<file path="src/rtl/div_seq.sv">
// Sequential 32-bit integer divider (DIV/DIVU) for a pipelined CPU.
// Restoring division, one quotient bit per clock, with annul and divide-by-zero handling.
module div_seq (
  input  logic        clk,
  input  logic        rst,
  input  logic        start_i,
  input  logic        signed_i,
  input  logic [31:0] opa_i,
  input  logic [31:0] opb_i,
  input  logic        annul_i,
  output logic        stall_o,
  output logic        busy_o,
  output logic        done_o,
  output logic        hilo_we_o,
  output logic [31:0] hi_o,
  output logic [31:0] lo_o
);

  typedef enum logic [1:0] {IDLE, RUN, DZERO, DONE} state_t;

  state_t      state, stateNext;
  logic [31:0] opaQ;
  logic [31:0] magbQ;
  logic        sgnQ, negaQ, negbQ;
  logic [5:0]  cnt;
  logic [64:0] acc;

  logic        accept;
  logic [31:0] magaIn, magbIn;
  logic [64:0] accShift, accStep;
  logic [32:0] diff;
  logic [31:0] quo, rem, quoFix, remFix;

  assign accept    = (state == IDLE) && start_i && !annul_i;
  assign busy_o    = (state == RUN) || (state == DZERO);
  assign done_o    = (state == DONE);
  assign hilo_we_o = done_o;
  assign stall_o   = accept || busy_o;

  assign magaIn = (signed_i && opa_i[31]) ? -opa_i : opa_i;
  assign magbIn = (signed_i && opb_i[31]) ? -opb_i : opb_i;

  // Borrow out of the 33-bit subtract means the trial subtraction failed: keep the shifted value.
  assign accShift = acc << 1;
  assign diff     = accShift[64:32] - {1'b0, magbQ};
  assign accStep  = diff[32] ? accShift : {diff, accShift[31:1], 1'b1};

  assign quo    = accStep[31:0];
  assign rem    = accStep[63:32];
  assign quoFix = (sgnQ && (negaQ ^ negbQ)) ? -quo : quo;
  assign remFix = (sgnQ && negaQ) ? -rem : rem;

  always_comb begin
    stateNext = state;
    case (state)
      IDLE:    if (accept) stateNext = (opb_i == 32'd0) ? DZERO : RUN;
      RUN:     if (annul_i) stateNext = IDLE;
               else if (cnt == 6'd31) stateNext = DONE;
      DZERO:   stateNext = annul_i ? IDLE : DONE;
      DONE:    stateNext = IDLE;
      default: stateNext = IDLE;
    endcase
  end

  always_ff @(posedge clk or negedge rst) begin
    if (!rst) begin
      state <= IDLE;
      opaQ  <= '0;
      magbQ <= '0;
      sgnQ  <= 1'b0;
      negaQ <= 1'b0;
      negbQ <= 1'b0;
      cnt   <= '0;
      acc   <= '0;
      hi_o  <= '0;
      lo_o  <= '0;
    end else begin
      state <= stateNext;
      case (state)
        IDLE: if (accept) begin
          opaQ  <= opa_i;
          sgnQ  <= signed_i;
          negaQ <= signed_i & opa_i[31];
          negbQ <= signed_i & opb_i[31];
          magbQ <= magbIn;
          acc   <= {33'd0, magaIn};
          cnt   <= '0;
        end
        RUN: if (!annul_i) begin
          acc <= accStep;
          cnt <= cnt + 6'd1;
          if (cnt == 6'd31) begin
            hi_o <= remFix;
            lo_o <= quoFix;
          end
        end
        DZERO: if (!annul_i) begin
          hi_o <= opaQ;
          lo_o <= 32'hFFFF_FFFF;
        end
        default: ;
      endcase
    end
  end

endmodule
</file>
<file path="config.mk">
export PLATFORM = sky130hd
export DESIGN_NAME = div_seq
export DESIGN_NICKNAME = d
export VERILOG_FILES = /design/src/rtl/div_seq.sv
export SDC_FILE = /design/constraint.sdc
export NUM_CORES = 1
export LEC_CHECK = 0
export ABC_AREA = 1
export CORE_UTILIZATION = 43
export CTS_CLUSTER_SIZE = 30
export DETAILED_ROUTE_END_ITERATION = 8
export HOLD_SLACK_MARGIN = 0.06
export PLACE_DENSITY = 0.74
export REMOVE_ABC_BUFFERS = 1
export SLEW_MARGIN = 25
export SYNTH_ARGS = -nofsm -noshare
export SYNTH_HDL_FRONTEND = slang
export SYNTH_SLANG_ARGS = --single-unit
</file>
<file path="constraint.sdc">
create_clock -name clk -period 3.9 [get_ports clk]
set_input_delay 0.39 -clock clk [delete_from_list [all_inputs] [get_ports clk]]
set_output_delay 0.39 -clock clk [all_outputs]
set_load 0.01 [all_outputs]
</file>
==> results of run 1 <==
[logic make-up after synthesis]
family / share of synthesized area (%)
AOI/OAI and AO/OA: 12.9
xor gates and xnor gates: 4.19
adders and majority gates: 3.68
buffers and inverters: 10.3
DFF: 34.2
and+or+nand+nor: 34.7
[worst reg2reg max path: cells and delay by family, from the launching register on]
| family | cells | cell delay (ps) |
|---|---|---|
| adder cells (fa/ha/maj) | 3 | 720 |
| AND/OR/NAND/NOR | 18 | 1530 |
| flip-flops | 1 | 360 |
| AO/OA/AOI/OAI | 1 | 150 |
| buffers and inverters | 7 | 820 |
[metrics by stage]
step           hold slack (ps)  util, %  std cells
2_1_floorplan             94.4        -       2208
3_3_place_gp               440     50.7       2872
3_5_place_dp               446     50.7       2872
4_1_cts                    434     53.1       2918
5_1_grt                    469     53.8       2925
6_report                   414     53.8       2925
[final cells by class]
| type | count | area [um^2] |
|---|---|---|
| Fill cell | 3361 | 15600 |
| Multi-Input combinational cell | 1691 | 8420 |
| Sequential cell | 203 | 5080 |
| Timing Repair Buffer | 224 | 2100 |
| Inverter | 314 | 1180 |
| Clock buffer | 37 | 711 |
| Tap cell | 448 | 561 |
| Clock inverter | 8 | 86.3 |
[layout by cell type (no fill, tap or decap), types with 4 or more instances in the layout]
master / instances
nand2_1: 760
inv_1: 303
nor2_1: 206
dfrtp_1: 203
o21ai_0: 160
clkdlybuf4s50_1: 135
nand3_1: 129
buf_4: 82
a21oi_1: 73
xor2_1: 55
o22ai_1: 41
ha_1: 35
nor3_1: 31
nand2_2: 29
clkbuf_16: 26
a31oi_1: 19
nand4_1: 17
xnor2_1: 16
o211ai_1: 14
nor2_2: 12
o21ai_1: 11
clkbuf_1: 8
inv_2: 7
nand3b_1: 7
ha_4: 7
or2_2: 6
and2_1: 6
nor4_1: 5
clkbuf_8: 5
a21oi_2: 4
nand2_4: 4
clkinv_1: 4
o221ai_1: 4
clkinv_2: 4
[how the worst max path moves through the flow]
stage | cells after the start | slack [ps] | end | startpoint
floorplan | 11 | -2970 | cnt[5] | state[0]
CTS | 22 | 50 | lo_o[30] | acc[58]
detailed placement | 22 | -20 | lo_o[30] | acc[58]
global route | 28 | -10 | hi_o[18] | magbQ[0]
finish | 29 | 230 | hi_o[8] | acc[31]
global placement | 22 | 100 | lo_o[30] | acc[58]
[routing by layer]
metal | global-route usage [%] | vias up | wire, um
li1 | - | 7621 | -
met1 | 41.0 | 7356 | 23500
met2 | 46.4 | 560 | 23200
met3 | 3.65 | 84 | 3380
met4 | 9.91 | 0 | 1710
met5 | 0 | - | 0
[state kept, by name, summed over array words and instances (netlist names)]
name   count
state      2
magbQ     32
hi_o      32
opaQ      32
negaQ      1
lo_o      32
acc       64
cnt        6
negbQ      1
sgnQ       1
[timing repair]
action | CTS | global route
pin swaps | 0 | 7
setup endpoints to repair | 1 | 26
gates resized for setup | 1 | 33
cloned | 0 | 1
setup buffers | 0 | 6
hold endpoints to repair | 65 | 0
hold buffers | 1 | 0
==> impl_metrics.py, run 1 <==
metrics = {
    "drt": {
        "avgViaCountPerCell": 5.34,
        "drt_iter0_drc": 1361,
        "routed_wl_um": 51700,
        "drc": 0,
        "antenna_left": 0,
        "dr.pass1.iters": 6,
        "vias": 15600,
        "wire_per_inst_um": 17.7,
    },
    "cells_and_area": {
        "layout.nets": 2571,
        "drive_gt1_share_pct": 8.64,
        "syn_to_final_growth_pct": 22.2,
        "stdcell_area_mm2": 0.0181,
        "num_antenna_cells": 0,
    },
    "global_route": {
        "grt_usage_pct": 29.2,
        "grt_pass1_wl_um": 81500,
        "grt_pass1_vias": 14900,
        "grt_max_degree": 81,
        "antenna_found_initial": 1,
        "grt_overflow": 0,
    },
    "worst_setup_path": {
        "crit_path_max_fanout": 23,
        "worstSetupStartpointType": "flop",
        "cp_top_family": "simple AND/OR/NAND/NOR gates",
        "r2r-end": "hi_o[8]",
        "critPathCaptureType": "flop",
        "max_stage_delay_ps": 360,
        "r2r_start": "acc[31]",
        "r2r_cells": 29,
        "critical_path_class": "flop to flop",
        "reg2reg_slack_ps": 230,
        "crit_required_ps": 4350,
        "cpMostUsedCell": "nand2_1",
        "cpMaxStageDelayCell": "dfrtp_1",
        "cp_num_buf_inv": 7,
        "arrival_ps": 4120,
    },
    "synthesis": {
        "syn_inst": 2284,
        "synth.distinct_cells": 53,
        "ys_ff_latch": 203,
        "synth-edff-count": 0,
        "synth-main-ff-cell": "dfrtp_1",
        "synth_area_mm2": 0.0148,
        "yosysMostFrequentCell": "nand2_1",
        "netlist_top_cells_count": "764 x nand2_1, 304 x inv_1, 214 x nor2_1",
        "async_flop_share_pct": 100,
        "ys_warn_count": 0,
        "netlist.top_cell.by_area": "dfrtp_1",
        "ys_seq_area_share_pct": 34.2,
        "yosysTopAreaCellShare_pct": 34.2,
        "postSynthAreaPerCell_um2": 6.50,
        "yosys-top-cells-area": "dfrtp_1 34%, nand2_1 19%, inv_1 7.7%",
    },
    "sta": {
        "tightest_slew_ps": 723,
        "fmax_mhz": 272,
        "fin_ws_ps": 229,
        "fin_crit_ps": 3670,
        "period_share_pct": 94.1,
        "final-setup-viol-count": 0,
        "setup_tns_ps": 0,
        "hold_viol": 0,
        "maxSlewHeadroom_pct": 51.5,
        "slew_viol_final": 0,
        "finClkSkew_ps": 17.3,
    },
    "placed_design": {
        "io_buffers": 136,
        "gp_congestion": 0.954,
        "placed_cell_area_mm2": 0.0171,
        "dp_slack_ps": -22.7,
        "dp_hpwl_um": 38900,
    },
    "floorplanning": {
        "core-area_mm2": 0.0337,
        "dieHeight_um": 188,
        "io_pins": 137,
        "start_util_pct": 44.0,
        "die_w_um": 188,
        "dieArea_mm2": 0.0353,
        "num_rows": 67,
    },
    "run_status": {
        "outcome": "complete, no violations",
    },
    "clock_network": {
        "cts_root_buf": "clkbuf_16",
        "cts_buffers": 25,
        "worstSkewPairLatency_ps": 560,
        "path_clk_slew_ps": 60,
        "cts.path.max_buffers": 3,
        "numClockSinks": 203,
        "cts_tree": "built",
        "ctsHtreeMaxLevel": 1,
    },
    "worst_hold_path": {
        "hold_path_class": "input port to asynchronous set/reset pin",
    },
    "job": {
        "max_cap_violations": 0,
    },
}
Power of run 1 is not shown: default switching activity piles up to over one toggle a cycle in this logic, so the estimate is an artifact.
==> run 2, diff against run 1 <==
--- a/config.mk
+++ b/config.mk
@@ -5,11 +5,12 @@
 export SDC_FILE = /design/constraint.sdc
 export NUM_CORES = 1
 export LEC_CHECK = 0
-export ABC_AREA = 1
 export CORE_UTILIZATION = 43
 export CTS_CLUSTER_SIZE = 30
 export DETAILED_ROUTE_END_ITERATION = 8
+export GPL_TIMING_DRIVEN = 0
 export HOLD_SLACK_MARGIN = 0.06
+export MAX_ROUTING_LAYER = met4
 export PLACE_DENSITY = 0.74
 export REMOVE_ABC_BUFFERS = 1
 export SLEW_MARGIN = 25
==> run 2 against run 1 <==
The flow now finishes with violations (negative setup slack). Global-route usage shrank 4.4 points. Final cell count shrank 25%. First-iteration DRC count shrank 17%. Utilization shrank 0.44 points. Clock skew grew 6.7 ps. Maximum frequency shrank 16%. Final area shrank 7.1%. Clock-buffer cell count shrank 3. Register-to-register slack lost 670 ps. Die area shrank 7.1%. Largest cell class unchanged.
==> impl_metrics.py, run 2 <==
metrics = {
    "global_route": {
        "grt_pass1_vias": 12900,
        "antenna_found_initial": 0,
        "grt_pass1_wl_um": 65000,
        "grt_usage_pct": 24.8,
        "grt_overflow": 0,
        "grt_max_degree": 93,
    },
    "drt": {
        "dr_wl_met3_um": 2180,
        "routed_wl_um": 39500,
        "drt_iter0_drc": 1132,
        "top_layer": "met4",
        "drc": 0,
        "dr.pass1.iters": 6,
        "wire_per_inst_um": 17.9,
        "antenna_left": 0,
        "vias": 12900,
        "avgViaCountPerCell": 5.86,
        "drt-met1-wl_um": 17500,
        "wl_met2_um": 18400,
    },
    "synthesis": {
        "synthMuxAreaShare_pct": 5.28,
        "synthAdderAreaFrac_pct": 3.96,
        "async_flop_share_pct": 100,
        "ys_warn_count": 0,
        "netlist.top_cell.by_area": "dfrtp_1",
        "synth_area_mm2": 0.0138,
        "synth_top_family_by_area": "compound AO/OA/AOI/OAI gates",
        "postSynthAreaPerCell_um2": 8.20,
        "synth_compound_area_share_pct": 21.8,
        "synth-edff-count": 0,
        "syn_inst": 1680,
        "netlist_top_cells_count": "224 x nand2_1, 203 x dfrtp_1, 195 x o21ai_0",
        "synth-main-ff-cell": "dfrtp_1",
        "synth_xor_area_share_pct": 8.20,
        "ys_ff_latch": 203,
        "yosysTopAreaCellShare_pct": 36.9,
        "ys_seq_area_share_pct": 36.9,
        "yosysMostFrequentCell": "nand2_1",
        "synth.distinct_cells": 82,
        "synthSimpleGateAreaFrac_pct": 19.2,
        "yosys-top-cells-area": "dfrtp_1 37%, o21ai_0 7.1%, a21oi_1 6.3%",
    },
    "worst_hold_path": {
        "hold_path_class": "input port to asynchronous set/reset pin",
    },
    "sta": {
        "setup_tns_ps": -4970,
        "tightest_slew_ps": 971,
        "hold_viol": 0,
        "slew_viol_final": 0,
        "rsz0062_at_grt": "true",
        "final-setup-viol-count": 19,
        "period_share_pct": 111,
        "hold_ws_ps": 354,
        "finClkSkew_ps": 24.0,
        "fin_crit_ps": 4350,
        "fin_ws_ps": -445,
        "maxSlewHeadroom_pct": 35.3,
        "fmax_mhz": 230,
    },
    "cells_and_area": {
        "largest_reg_flops": 64,
        "layout.nets": 1895,
        "layout_common_cells": "222 x nand2_1, 201 x dfrtp_1, 183 x o21ai_0",
        "final_util_pct": 53.4,
        "mostFrequentLayoutCell": "nand2_1",
        "drive_gt1_share_pct": 9.84,
        "regMostFlops": "acc",
        "syn_to_final_growth_pct": 22.3,
        "num_antenna_cells": 0,
    },
    "placed_design": {
        "dp_hpwl_um": 29100,
        "gp_congestion": 0.915,
        "io_buffers": 136,
    },
    "clock_network": {
        "path_clk_slew_ps": 60,
        "numClockSinks": 203,
        "cts_root_buf": "clkbuf_16",
        "cts_buffers": 24,
        "worstSkewPairLatency_ps": 530,
        "cts.path.max_buffers": 3,
        "cts_tree": "built",
        "ctsHtreeMaxLevel": 1,
    },
    "floorplanning": {
        "core-area_mm2": 0.0316,
        "io_pins": 137,
        "die_w_um": 181,
        "dieArea_mm2": 0.0328,
        "start_util_pct": 43.7,
        "num_rows": 65,
        "dieHeight_um": 181,
    },
    "worst_setup_path": {
        "critical_path_class": "flop to flop",
        "cp_num_buf_inv": 5,
        "crit_path_max_fanout": 5,
        "reg2reg_slack_ps": -450,
        "cp_cell_sequence": "inv_4 -> ha_4 -> inv_2 -> fa_2 -> a211oi_2 -> o31a_4 -> a211o_4 -> o2111ai_4 -> and3_4 -> nor2_4 -> buf_16 -> inv_16 -> mux2i_4 -> ha_4 -> inv_2 -> or4_4 -> a21oi_4 -> a32o_2 -> a21oi_1 -> xor2_1 -> o21ai_1",
        "cp_top_family": "compound AO/OA/AOI/OAI gates",
        "critPathCaptureType": "flop",
        "worstSetupStartpointType": "flop",
        "cpMaxStageDelayCell": "or4_4",
        "max_stage_delay_ps": 440,
        "crit_required_ps": 4290,
        "arrival_ps": 4740,
    },
    "run_status": {
        "violations": "negative setup slack",
        "outcome": "finished, violations left",
    },
    "job": {
        "max_cap_violations": 0,
    },
}
run 2: cell count changes in the layout (fill, tap and decap cells not counted), moves of 18 or more:
cell,delta
mux2_2,+29
nand3_1,-104
xnor2_1,+41
nand2_1,-538
nand2_2,-27
o31ai_1,+18
buf_4,-65
o22ai_1,-37
o21ai_0,+23
nor2_1,-55
mux2i_1,+37
a21oi_1,+94
inv_1,-250
run 2: what timing repair did:
item                                    CTS  global route
buffers inserted                         18             2
resized for setup                        56            26
gates cloned                              2             0
endpoints found under the setup margin   94            51
hold buffers                              1             0
pin swaps                                24            11
endpoints found under the hold margin    53             0
run 2: path summary, 6_finish.rpt:
path / from / to / depth (start not counted)
worst min-delay path: rst / lo_o[31] / 2
max in group asynchronous: rst / acc[32] / 4
min in group clk: lo_o[31] / lo_o[31] / 2
worst min register to register: lo_o[31] / lo_o[31] / 2
worst max register to register: acc[31] / hi_o[22] / 21
worst max-delay path: acc[31] / hi_o[22] / 21
run 2: cell type report:
cell class / count / area, um^2
repair inverters: 1 / 8.76
repair buffers: 169 / 1800
flip-flops and latches: 203 / 5080
multi-input cells: 1327 / 8390
fillers: 2893 / 14700
inverters: 57 / 233
clock buffers: 34 / 719
well taps: 402 / 503
clock inverters: 8 / 109
run 2: layer usage:
layer | up-vias | track usage (%)
met5 | - | -
met4 | 0 | 9.49
met3 | 82 | 2.86
met2 | 418 | 40.2
met1 | 6217 | 31.9
li1 | 6179 | -
run 2: metrics by stage:
stage / cells / setup WS, ps / instance area (um^2)
final: 2201 / -445 / 16800
after floorplan: 1587 / -1570 / 13300
after detailed placement: 2138 / -2840 / 15500
after CTS: 2200 / -439 / 16700
after global routing: 2201 / -602 / 16800
after global placement: 2125 / -6090 / 15200
run 2: cell families after synthesis:
logic type / after synthesis
compound gates: 512
fa+ha+maj: 43
mux: 69
xor+xnor: 129
simple gates: 574
buf+inv: 150
flops: 203
Power of run 2 is left out for the same reason.
